File: src/rtl/sccb_req_arbiter.sv
// rtl/sccb_req_arbiter.sv - round-robin arbiter feeding one SCCB transaction engine, with retry and timeout
module sccb_req_arbiter #(
  parameter int          N_REQ      = 3,
  parameter logic [7:0]  SLAVE_ADDR = 8'h42,
  parameter int          MAX_RETRY  = 3,
  parameter int          TIMEOUT_TK = 255
) (
  input  logic                 iCLK,
  input  logic                 iRST,
  input  logic                 iTICK,
  input  logic [N_REQ-1:0]     iREQ,
  input  logic [N_REQ-1:0]     iREQ_WR,
  input  logic [16*N_REQ-1:0]  iREQ_DATA,
  output logic [N_REQ-1:0]     oGNT,
  output logic [N_REQ-1:0]     oDONE,
  output logic [N_REQ-1:0]     oERR,
  output logic [7:0]           oRDATA,
  output logic                 oI2C_GO,
  output logic                 oI2C_WR,
  output logic [23:0]          oI2C_DATA,
  input  logic                 iI2C_END,
  input  logic                 iI2C_ACK,
  input  logic [7:0]           iI2C_RDATA
);

  localparam int IDX_W = (N_REQ > 1) ? $clog2(N_REQ) : 1;

  typedef enum logic [2:0] {
    IDLE,
    ARB,
    LAUNCH,
    WAIT_BUSY,
    WAIT_END,
    RESP
  } stateT;

  stateT              state;
  stateT              stateNext;

  logic [IDX_W-1:0]   lastIdx;
  logic               hasLast;
  logic [IDX_W-1:0]   curIdx;
  logic               latWr;
  logic               ackOk;
  logic [7:0]         retryCnt;
  logic [7:0]         tickCnt;

  logic               found;
  logic [IDX_W-1:0]   winIdx;
  logic [N_REQ-1:0]   winOh;
  logic               winWr;
  logic [15:0]        winData;
  int                 startI;
  int                 idx;

  logic               tickHit;
  logic               retryLeft;

  logic               ldGrant;
  logic               doLaunch;
  logic               enterEnd;
  logic               tickInc;
  logic               endOk;
  logic               endFail;
  logic               doRetry;
  logic               doFinish;

  assign tickHit   = (tickCnt + 8'd1) == 8'(TIMEOUT_TK);
  assign retryLeft = !ackOk && (retryCnt < 8'(MAX_RETRY));

  // Round-robin search: first requester after the last one served; index 0 first after reset.
  always_comb begin
    found   = 1'b0;
    winIdx  = '0;
    winOh   = '0;
    winWr   = 1'b0;
    winData = '0;
    idx     = 0;
    startI  = hasLast ? ((int'(lastIdx) + 1) % N_REQ) : 0;
    for (int k = 0; k < N_REQ; k++) begin
      idx = (startI + k) % N_REQ;
      if (!found && iREQ[idx]) begin
        found      = 1'b1;
        winIdx     = IDX_W'(idx);
        winOh[idx] = 1'b1;
        winWr      = iREQ_WR[idx];
        winData    = iREQ_DATA[16*idx +: 16];
      end
    end
  end

  // State register.
  always_ff @(posedge iCLK) begin
    if (iRST) state <= IDLE;
    else      state <= stateNext;
  end

  // Next-state and datapath strobes; only the completion step runs off-tick.
  always_comb begin
    stateNext = state;
    ldGrant   = 1'b0;
    doLaunch  = 1'b0;
    enterEnd  = 1'b0;
    tickInc   = 1'b0;
    endOk     = 1'b0;
    endFail   = 1'b0;
    doRetry   = 1'b0;
    doFinish  = 1'b0;
    case (state)
      IDLE: begin
        if (iTICK && (|iREQ)) stateNext = ARB;
      end
      ARB: begin
        if (iTICK) begin
          if (found) begin
            stateNext = LAUNCH;
            ldGrant   = 1'b1;
          end else begin
            stateNext = IDLE;
          end
        end
      end
      LAUNCH: begin
        if (iTICK) begin
          stateNext = WAIT_BUSY;
          doLaunch  = 1'b1;
        end
      end
      WAIT_BUSY: begin
        if (iTICK) begin
          if (!iI2C_END) begin
            stateNext = WAIT_END;
            enterEnd  = 1'b1;
          end else if (tickHit) begin
            stateNext = RESP;
            endFail   = 1'b1;
          end else begin
            tickInc = 1'b1;
          end
        end
      end
      WAIT_END: begin
        if (iTICK) begin
          if (iI2C_END) begin
            stateNext = RESP;
            endOk     = 1'b1;
          end else if (tickHit) begin
            stateNext = RESP;
            endFail   = 1'b1;
          end else begin
            tickInc = 1'b1;
          end
        end
      end
      RESP: begin
        if (retryLeft) begin
          if (iTICK) begin
            stateNext = LAUNCH;
            doRetry   = 1'b1;
          end
        end else begin
          stateNext = IDLE;
          doFinish  = 1'b1;
        end
      end
      default: stateNext = IDLE;
    endcase
  end

  // Latched request, engine handshake outputs, counters and completion reporting.
  always_ff @(posedge iCLK) begin
    if (iRST) begin
      oGNT      <= '0;
      oDONE     <= '0;
      oERR      <= '0;
      oRDATA    <= '0;
      oI2C_GO   <= 1'b0;
      oI2C_WR   <= 1'b0;
      oI2C_DATA <= '0;
      lastIdx   <= '0;
      hasLast   <= 1'b0;
      curIdx    <= '0;
      latWr     <= 1'b0;
      ackOk     <= 1'b0;
      retryCnt  <= '0;
      tickCnt   <= '0;
    end else begin
      oDONE <= '0;
      oERR  <= '0;
      if (ldGrant) begin
        oGNT      <= winOh;
        curIdx    <= winIdx;
        latWr     <= winWr;
        oI2C_DATA <= {SLAVE_ADDR, winData};
        retryCnt  <= '0;
        ackOk     <= 1'b0;
      end
      if (doLaunch) begin
        oI2C_GO <= 1'b1;
        oI2C_WR <= latWr;
        tickCnt <= '0;
      end
      if (enterEnd) tickCnt <= '0;
      if (tickInc)  tickCnt <= tickCnt + 8'd1;
      if (endOk) begin
        oI2C_GO <= 1'b0;
        oI2C_WR <= 1'b0;
        ackOk   <= !iI2C_ACK;
      end
      if (endFail) begin
        oI2C_GO <= 1'b0;
        oI2C_WR <= 1'b0;
        ackOk   <= 1'b0;
      end
      if (doRetry) retryCnt <= retryCnt + 8'd1;
      if (doFinish) begin
        oDONE   <= oGNT;
        oERR    <= ackOk ? '0 : oGNT;
        if (!latWr) oRDATA <= iI2C_RDATA;
        oGNT    <= '0;
        lastIdx <= curIdx;
        hasLast <= 1'b1;
      end
    end
  end

endmodule

File: config.mk
export PLATFORM = sky130hd
export DESIGN_NAME = sccb_req_arbiter
export DESIGN_NICKNAME = d
export VERILOG_FILES = /design/src/rtl/sccb_req_arbiter.sv
export SDC_FILE = /design/constraint.sdc
export NUM_CORES = 1
export LEC_CHECK = 0
export BUFFER_PORTS_ARGS = -buffer_cell sky130_fd_sc_hd__buf_2
export CORE_UTILIZATION = 35
export CTS_BUF_LIST = sky130_fd_sc_hd__clkbuf_2 sky130_fd_sc_hd__clkbuf_4 sky130_fd_sc_hd__clkbuf_8
export DETAILED_ROUTE_END_ITERATION = 6
export PLACE_DENSITY_LB_ADDON = 0.08
export SLEW_MARGIN = 20
export SYNTH_ARGS = -nofsm -noshare
export SYNTH_HDL_FRONTEND = slang
export SYNTH_SLANG_ARGS = --single-unit
File: constraint.sdc
create_clock -name iCLK -period 12.3 [get_ports iCLK]
set_input_delay 2.46 -clock iCLK [delete_from_list [all_inputs] [get_ports iCLK]]
set_output_delay 2.46 -clock iCLK [all_outputs]
set_load 0.05 [all_outputs]
## After elaboration in Yosys (flattened, before gate mapping)

Index checks and enable logic that the tools add are counted.

- Add/subtract/negate cells: 5
- Multipliers: 0
- Div/mod/pow operators: 4
- $lt $le $gt $ge: 7
- Equality and inequality tests: 12
- Shift-type cells: 3
- Muxes and demuxes: 86
- Bitwise logic cells: 4
- Reductions and logical operators: 23

Operators by type and width:

| operator | count |
|---|---|
| 48-bit by 32-bit indexed part select with 16-bit output | 3 |
| 32-bit by 3-bit modulo with 32-bit output (second input constant) | 4 |
| 32-bit by 1-bit greater-or-equal comparator with 1-bit output (second input constant) | 3 |
| 32-bit by 4-bit < comparator with 1-bit output (second input constant) | 3 |
| 1-bit two-way mux | 48 |
| 16-bit two-way mux | 3 |
| 8-bit two-way mux | 5 |
| 3-bit two-way mux | 13 |
| 32-bit by 2-bit adder with 32-bit output (second input constant) | 1 |
| 32-bit by 3-bit adder with 32-bit output (second input constant) | 1 |
| 32-bit two-way mux | 1 |
| 3-bit one-hot mux with 6 select lines | 1 |
| 8-bit by 1-bit adder with 8-bit output (second input constant) | 2 |
| 1-bit binary-select mux with 2-bit select | 6 |
| 2-bit inequality test (second input constant) | 5 |
| 3-bit OR reduction | 3 |
| 8-bit equality test (second input constant) | 1 |
| 8-bit by 2-bit < comparator with 1-bit output (second input constant) | 1 |
| 2-bit two-way mux | 4 |
| 1-bit logical AND | 7 |
| 1-bit demux with 2-bit select | 3 |
| 3-bit by 2-bit equality test with 1-bit output (second input constant) | 2 |
| 3-bit equality test (second input constant) | 2 |
| 3-bit OR | 2 |
| 12 further kinds | 20 |

- Register bits: 62
- Bits in latches: 0
- Bits in writable memories: 0
- ROM bits: 0
- Output and inout port bits: 43
- Logic and storage cells: 159
- Memories kept: 0

## Logic depth before layout (Yosys ltp)

Gate-level depths: netlist of the first run.

- Depth after elaboration: 19
- Mapped depth: 48
- Depth with buffers taken out: 43

## Worst setup path after synthesis of the first run

OpenSTA, ideal clock, no wires.

- Path kind: register -> register
- Start point: register lastIdx[0]
- End point: register oGNT[0]
- Library setup time: 70 ps
- Arrival: 9096 ps
- Data required time: 12230 ps
- Slack: 3134 ps
- Cell stages (with the launch flop): 47
- Path buffers: 10
- Clock period less this slack: 9166 ps
- Cell sequence: dfxtp_1 > inv_1 > ha_1 > buf_2 > nand2_1 > clkbuf_1 > inv_1 > clkbuf_1 > clkbuf_1 > ha_1 > nand3b_1 > nor2_2 > o21ai_1 > xnor2_1 > or3_1 > buf_2 > nand2_1 > o31ai_1 > [11 not listed] > o211ai_1 > nor3_1 > buf_2 > xnor2_1 > clkbuf_1 > inv_1 > ha_1 > and2_1 > a21oi_1 > inv_1 > and3_1 > a311oi_1 > o211ai_1 > or3_1 > buf_4 > buf_6 > nand3b_1 > a21oi_1

- Cells in the longest elaborated chain, start to end: 17
- Elaborated cells between the ends (all ways): 47
- Classes of those cells: add/sub: 3; div: 4; order compare: 6; mux: 25; bitwise: 2; reduce/logical: 7

RTL lines:

| element | RTL line | text |
|---|---|---|
| start, declared | 40 | `logic [IDX_W-1:0] lastIdx;` |
| start signal, assigned | 221 | `lastIdx <= curIdx;` |
| 2-bit by 1-bit adder with 3-bit output * | 79 | `startI = hasLast ? ((int'(lastIdx) + 1) % N_REQ) : 0;` |
| 32-bit by 3-bit modulo with 32-bit output * | 79 |  |
| 32-bit two-way mux * | 79 |  |
| parallel branches: the longest is 14 deep, another holds 32-bit by 2-bit adder with 32-bit output | n/a |  |
| end signal, assigned | 191 | `oGNT <= winOh;` |
| end, declared | 14 | `output logic [N_REQ-1:0] oGNT,` |

Every way passes the cells marked *. The select of a mux whose other input is x is not followed.
A chain may end at the register's enable or synchronous reset.

## Worst setup path after layout of the first run

- Start point: register lastIdx[1]
- End point: register oGNT[1]

The elaborated chain is that of the path after synthesis.

==> results by group, run 1 <==
Run status
  • Status: completed

Timing
  • Final Skew: 0.0101 ns
  • RSZ-0062 raised after global routing: no
  • Min Clock Period, post-route: 10.58 ns
  • Max Clk Rate: 94.5 MHz
  • # setup viols final: 0
  • Slew Limit Fails: 0
  • Worst Max-Slew Pin Slew: 0.991 ns
  • Max-Slew Margin vs Limit: 33.9%
  • Final hold slack: 0.470 ns
  • Setup TNS: 0 ns
  • Crit share post-route: 86.0%
  • Final hold violations: 0

Synthesis
  • Yosys reg bits: 62
  • Post-synthesis cell type count: 107
  • Synth Warn #: 0
  • Post-synth top flop: dfxtp_1
  • Async SR Flop Fraction: 0%
  • Register area share after synthesis: 15.2%
  • Mapped cell area: 8140 um^2
  • Mapped Cells: 1105
  • Post-Syn Area per Cell: 7.37 um^2
  • Post-synth EDFFs: 0

Global route
  • Vias in the first global route: 8261
  • Largest net degree at the start of global routing: 35
  • Overflow after GRT: 0
  • First-pass GRT wire length: 43600 um
  • Total track usage: 22.3%
  • Antenna violations before repair: 0

Critical path
  • Buf/Inv on CP: 6
  • Most used cell, CP: ha_1
  • Crit path launch type: register
  • Worst Path Arrival: 10.85 ns
  • Delay-heaviest family, CP: simple AND/OR/NAND/NOR gates
  • CP max stage cell: or3_1
  • Maximum fanout along the worst path: 17
  • Crit path kind: register to register
  • CP Capture Type: register
  • Req. time, crit path: 12.57 ns
  • Worst path max stage delay: 0.70 ns

Detailed routing
  • DRC errors left: 0
  • Total number of vias: 8986
  • Total routed wirelength: 27400 um
  • DR vias/cell: 6.17
  • DRT iter0 DRCs: 957
  • Average wire per standard cell: 18.8 um
  • Drt first pass iters: 6
  • Post-route ant nets: 0

Clocking
  • Root buffer cell: clkbuf_8
  • Hold Buf Count CTS: 0
  • Insertion delay to the later sink of the worst-skew pair: 0.35 ns
  • Cts repair resizes: 0
  • Clock tree buffer depth: 2
  • Htree depth: 3
  • Worst-path clk slew: 0.08 ns
  • Cts bufs inserted: 9
  • CTS sink count: 62
  • Setup Fix Bufs, Post-CTS: 0
  • CTS tree: built

Finish
  • Fillers: 2452
  • Synthesis-to-finish area growth: 10.8%
  • Antenna cell count: 0
  • Final instance area: 9020 um^2
  • Share of layout cells above drive strength 1: 19.1%
  • Nets: 1264

Die
  • Initial core utilization: 35.8%
  • # IOs: 110
  • Total die area: 23900 um^2
  • Die Ht: 154 um
  • Core area: 22700 um^2
  • Die width: 154 um
  • FP Rows: 55

Place
  • GPL Wtd Cong: 0.865
  • Port Buffers: 103
  • Cell Area, Placed: 8780 um^2
  • Hpwl dp: 20100 um

Pwr
  • PD cells: 55.4 nW/um^2
  • Leakage: 3.47 nW
  • Total power: 0.000500 W
  • VDD IR max: 55.0 uV

Min path
  • Min-delay worst type: register to register

Flow run
  • Maxcap violations: 0
[cell usage after synthesis (9+ instances only)]
cell | count | area [um^2]
o21a_1 | 9 | 67.6
ha_1 | 30 | 375
o21ai_0 | 74 | 370
and3_1 | 14 | 87.6
a31oi_1 | 19 | 119
or3_1 | 10 | 62.6
inv_1 | 39 | 146
mux2_2 | 11 | 124
a21oi_1 | 89 | 445
nand2_1 | 84 | 315
nor4_1 | 12 | 75.1
mux2i_1 | 43 | 430
dfxtp_1 | 62 | 1240
nor2_1 | 112 | 420
o221a_1 | 9 | 101
o22ai_1 | 20 | 125
and2_1 | 29 | 181
a211oi_1 | 14 | 105
nand3_1 | 22 | 110
clkbuf_1 | 34 | 128
nand4_1 | 13 | 81.3
nand2b_1 | 12 | 75.1
xnor2_1 | 17 | 149
nor3_1 | 29 | 145
a222oi_1 | 12 | 120
o31ai_1 | 11 | 82.6
nand3b_1 | 10 | 75.1
o211ai_1 | 11 | 82.6
buf_2 | 13 | 65.1
buf_4 | 17 | 128
a22oi_1 | 12 | 90.1
[final cells by class]
type	count	area, um^2	share of cell area, %
Inverter	42	158	1.75
Timing Repair Buffer	116	613	6.80
Clock buffer	9	124	1.37
Multi-Input combinational cell	936	6420	71.2
Sequential cell	62	1240	13.8
Clock inverter	7	105	1.17
Tap cell	285	357	3.95
[final timing paths]
check                                start                       end  slack [ns]  cells past startpoint
hold reg to reg   retryCnt[4]$_SDFFE_PP0P_  retryCnt[4]$_SDFFE_PP0P_        0.47                      1
hold / removal    retryCnt[4]$_SDFFE_PP0P_  retryCnt[4]$_SDFFE_PP0P_        0.47                      1
setup reg to reg   lastIdx[1]$_SDFFE_PP0P_      oGNT[1]$_SDFFE_PP0P_        1.72                     37
setup / recovery   lastIdx[1]$_SDFFE_PP0P_      oGNT[1]$_SDFFE_PP0P_        1.72                     37
[per-stage QoR]
| stage | worst slack, ns | cells | util, % |
|---|---|---|---|
| 2_1_floorplan | 3.13 | 1110 | - |
| 3_3_place_gp | 1.90 | 1441 | 38.7 |
| 3_5_place_dp | 1.87 | 1441 | 38.7 |
| 4_1_cts | 1.80 | 1457 | 39.7 |
| 5_1_grt | 0.660 | 1457 | 39.7 |
| 6_report | 1.72 | 1457 | 39.7 |
[state kept, by name, indices dropped and copies added (netlist names)]
| name | flops |
|---|---|
| oI2C_DATA | 17 |
| oGNT | 3 |
| hasLast | 1 |
| curIdx | 2 |
| lastIdx | 2 |
| oRDATA | 8 |
| oDONE | 3 |
| ackOk | 1 |
| oERR | 3 |
| oI2C_WR | 1 |
| latWr | 1 |
| tickCnt | 8 |
| retryCnt | 8 |
| state | 3 |
| oI2C_GO | 1 |
[placed cells by master, fill, tap and decap left out, types with 8 or more instances in the layout]
master    count
nor2_1      112
mux2_2       11
o211ai_1     11
mux2i_1      43
o21ai_0      74
nand2_1      84
o21a_1        9
buf_2       103
nand2b_1     12
a22oi_1      12
nor2b_1       8
nand3b_1     10
o221a_1       9
a21oi_1      89
xnor2_1      17
a31oi_1      19
o21ai_1       8
dfxtp_1      62
ha_1         30
inv_1        39
o31ai_1      10
clkbuf_8      9
o31a_1        8
o22ai_1      20
nand4_1      13
nand3_1      22
nor3_1       29
and3_1       14
nor4_1       12
a211oi_1     14
or3_1        10
and2_1       29
buf_4        13
a222oi_1     12
[power breakdown]
part	internal [W]	total, W	switching [W]
combinational	0.0000260	0.0000782	0.0000522
clock	0.000117	0.000210	0.0000929
sequential	0.000206	0.000211	0.00000546
total	0.000349	0.000500	0.000151
[routing by layer]
layer	wire [um]	share of wire (%)	global-route usage, %
met2	12600	46	36.9
met5	0	0	0
met1	13400	49	30.9
met3	1150	4.2	2.66
met4	251	0.92	5.14
[cell families (layout without fill, tap and decap cells)]
logic type | Yosys count | count (layout) | synth area share (%)
AND/OR/NAND/NOR | 395 | 395 | 25.1
other | 1 | 6 | 0.0461
AO/OA/AOI/OAI | 424 | 424 | 38.3
XOR/XNOR | 24 | 24 | 2.95
adder cells (fa/ha/maj) | 31 | 31 | 4.73
buffers and inverters | 112 | 174 | 6.33
multiplexers | 56 | 56 | 7.27
flip-flops | 62 | 62 | 15.2
(Power assumes the default switching activity.)
==> run 2, diff against run 1 <==
--- a/config.mk
+++ b/config.mk
@@ -6,6 +6,7 @@
 export NUM_CORES = 1
 export LEC_CHECK = 0
 export BUFFER_PORTS_ARGS = -buffer_cell sky130_fd_sc_hd__buf_2
+export CORE_ASPECT_RATIO = 1.2
 export CORE_UTILIZATION = 35
 export CTS_BUF_LIST = sky130_fd_sc_hd__clkbuf_2 sky130_fd_sc_hd__clkbuf_4 sky130_fd_sc_hd__clkbuf_8
 export DETAILED_ROUTE_END_ITERATION = 6
==> run 2 against run 1 <==
Net effect: worst setup slack worse by 0.11 ns; final cell count is 1.7% higher; largest power group unchanged; utilization is 0.33 points higher; wire length is 0.27% lower; the flow now finishes with violations (DRC); flip-flop and latch count stayed put; critical endpoint is now oI2C_DATA[15]$_SDFFE_PP0P_.
==> results by group, run 2 (synthesized netlist as in run 1, its figures left out) <==
Finish
  • Multi-input logic area: 6420 um^2
  • Antenna cell count: 0
  • Share of layout cells above drive strength 1: 19.1%
  • Commonest non-fill, non-tap cells in the layout: nor2_1 (112), buf_2 (103), a21oi_1 (89)
  • Synthesis-to-finish area growth: 11.2%
  • Nets: 1264
  • Reg with most FFs: oI2C_DATA
  • Sequential cell area: 1240 um^2
  • Final instance area: 9050 um^2
  • Fillers: 2399
  • Max reg flops: 17
  • Leading cell type in the layout, fill and taps excluded: nor2_1

Detailed routing
  • DR vias/cell: 5.99
  • DRC errors left: 21
  • DRT iter0 DRCs: 687
  • Average wire per standard cell: 18.4 um
  • Drt first pass iters: 7
  • Total number of vias: 8876
  • Post-route ant nets: 0
  • Total routed wirelength: 27300 um

Critical path
  • Maximum fanout along the worst path: 21
  • Most used cell, CP: ha_1
  • Worst path max stage delay: 0.75 ns
  • CP Capture Type: register
  • Crit path launch type: register
  • Req. time, crit path: 12.54 ns
  • Worst Path Arrival: 10.94 ns
  • CP max stage cell: a21oi_2
  • Crit path kind: register to register

Pwr
  • VDD IR max: 45.0 uV
  • Leakage: 3.47 nW
  • PD cells: 55.0 nW/um^2

Clocking
  • Cts repair resizes: 0
  • Setup Fix Bufs, Post-CTS: 0
  • Root buffer cell: clkbuf_8
  • Insertion delay to the later sink of the worst-skew pair: 0.35 ns
  • Htree depth: 3
  • CTS sink count: 62
  • Cts bufs inserted: 9
  • CTS tree: built
  • Worst-path clk slew: 0.08 ns
  • Hold Buf Count CTS: 0
  • Clock tree buffer depth: 2

Global route
  • Overflow after GRT: 0
  • Largest net degree at the start of global routing: 35
  • Total track usage: 22.2%
  • Antenna violations before repair: 0
  • First-pass GRT wire length: 42800 um
  • Vias in the first global route: 8144

Run status
  • Status: finished with violations
  • Failing checks: DRC

Timing
  • Final Skew: 0.0113 ns
  • Setup TNS: 0 ns
  • Slew Limit Fails: 0
  • Crit share post-route: 86.9%
  • Final hold violations: 0
  • Worst Max-Slew Pin Slew: 0.954 ns
  • Min Clock Period, post-route: 10.69 ns
  • RSZ-0062 raised after global routing: no
  • Max Clk Rate: 93.5 MHz
  • Max-Slew Margin vs Limit: 36.3%
  • # setup viols final: 0

Die
  • Die Ht: 169 um
  • FP Rows: 60
  • Core area: 22600 um^2
  • # IOs: 110
  • Die width: 141 um
  • Total die area: 23900 um^2
  • Initial core utilization: 36.0%

Min path
  • Min-delay worst type: register to register

Place
  • GPL Wtd Cong: 0.856
  • Hpwl dp: 20400 um
  • Cell Area, Placed: 8810 um^2
  • Port Buffers: 103

Flow run
  • Maxcap violations: 0
## run 2: critical path, delay by kind of cell (launching register included)
kind / cells / cell delay [ns]
AO/OA/AOI/OAI: 17 / 4.24
XOR/XNOR: 1 / 0.31
adder cells (fa/ha/maj): 7 / 2.54
flip-flops: 1 / 0.44
AND/OR/NAND/NOR: 11 / 2.27
multiplexers: 1 / 0.15
buffers and inverters: 3 / 0.57
## run 2: layout make-up
| class | instances | share of cell area [%] |
|---|---|---|
| Inverter | 42 | 1.74 |
| Clock buffer | 10 | 1.45 |
| Timing Repair Buffer | 116 | 6.77 |
| Multi-Input combinational cell | 936 | 71.0 |
| Tap cell | 310 | 4.29 |
| Sequential cell | 62 | 13.7 |
| Clock inverter | 6 | 1.05 |
## run 2: power breakdown
group | leakage, nW | internal, W | switching [W]
clock network | 0.114 | 0.000118 | 0.0000904
logic | 2.86 | 0.0000260 | 0.0000524
registers | 0.502 | 0.000206 | 0.00000496
total | 3.47 | 0.000350 | 0.000148
## run 2: routing by layer
| layer | vias up | track usage, % | wire, um | part of all wire, % |
|---|---|---|---|---|
| li1 | 4368 | - | - | - |
| met1 | 4194 | 28.5 | 12300 | 45 |
| met2 | 280 | 39.5 | 13400 | 49 |
| met4 | 0 | 6.19 | 411 | 1.5 |
| met5 | - | 0 | 0 | 0 |
| met3 | 34 | 1.92 | 1210 | 4.4 |
## run 2: per-stage QoR
step	util (%)	instances	power, W	worst slack, ns	hold slack, ns
6_report	40.0	1482	0.000498	1.61	0.469
2_1_floorplan	-	1110	0.000266	3.13	0.430
3_5_place_dp	39.0	1465	0.000293	1.75	0.448
5_1_grt	40.0	1482	0.000519	0.541	0.487
4_1_cts	40.0	1481	0.000502	1.71	0.469
3_3_place_gp	39.0	1465	0.000293	1.79	0.443
## run 2: worst paths after layout
kind                            slack, ns                startpoint                         end  cells past startpoint
worst min-delay path                 0.47  retryCnt[4]$_SDFFE_PP0P_    retryCnt[4]$_SDFFE_PP0P_                      1
worst min register to register       0.47  retryCnt[4]$_SDFFE_PP0P_    retryCnt[4]$_SDFFE_PP0P_                      1
worst max register to register       1.61   lastIdx[1]$_SDFFE_PP0P_  oI2C_DATA[15]$_SDFFE_PP0P_                     40
worst max-delay path                 1.61   lastIdx[1]$_SDFFE_PP0P_  oI2C_DATA[15]$_SDFFE_PP0P_                     40
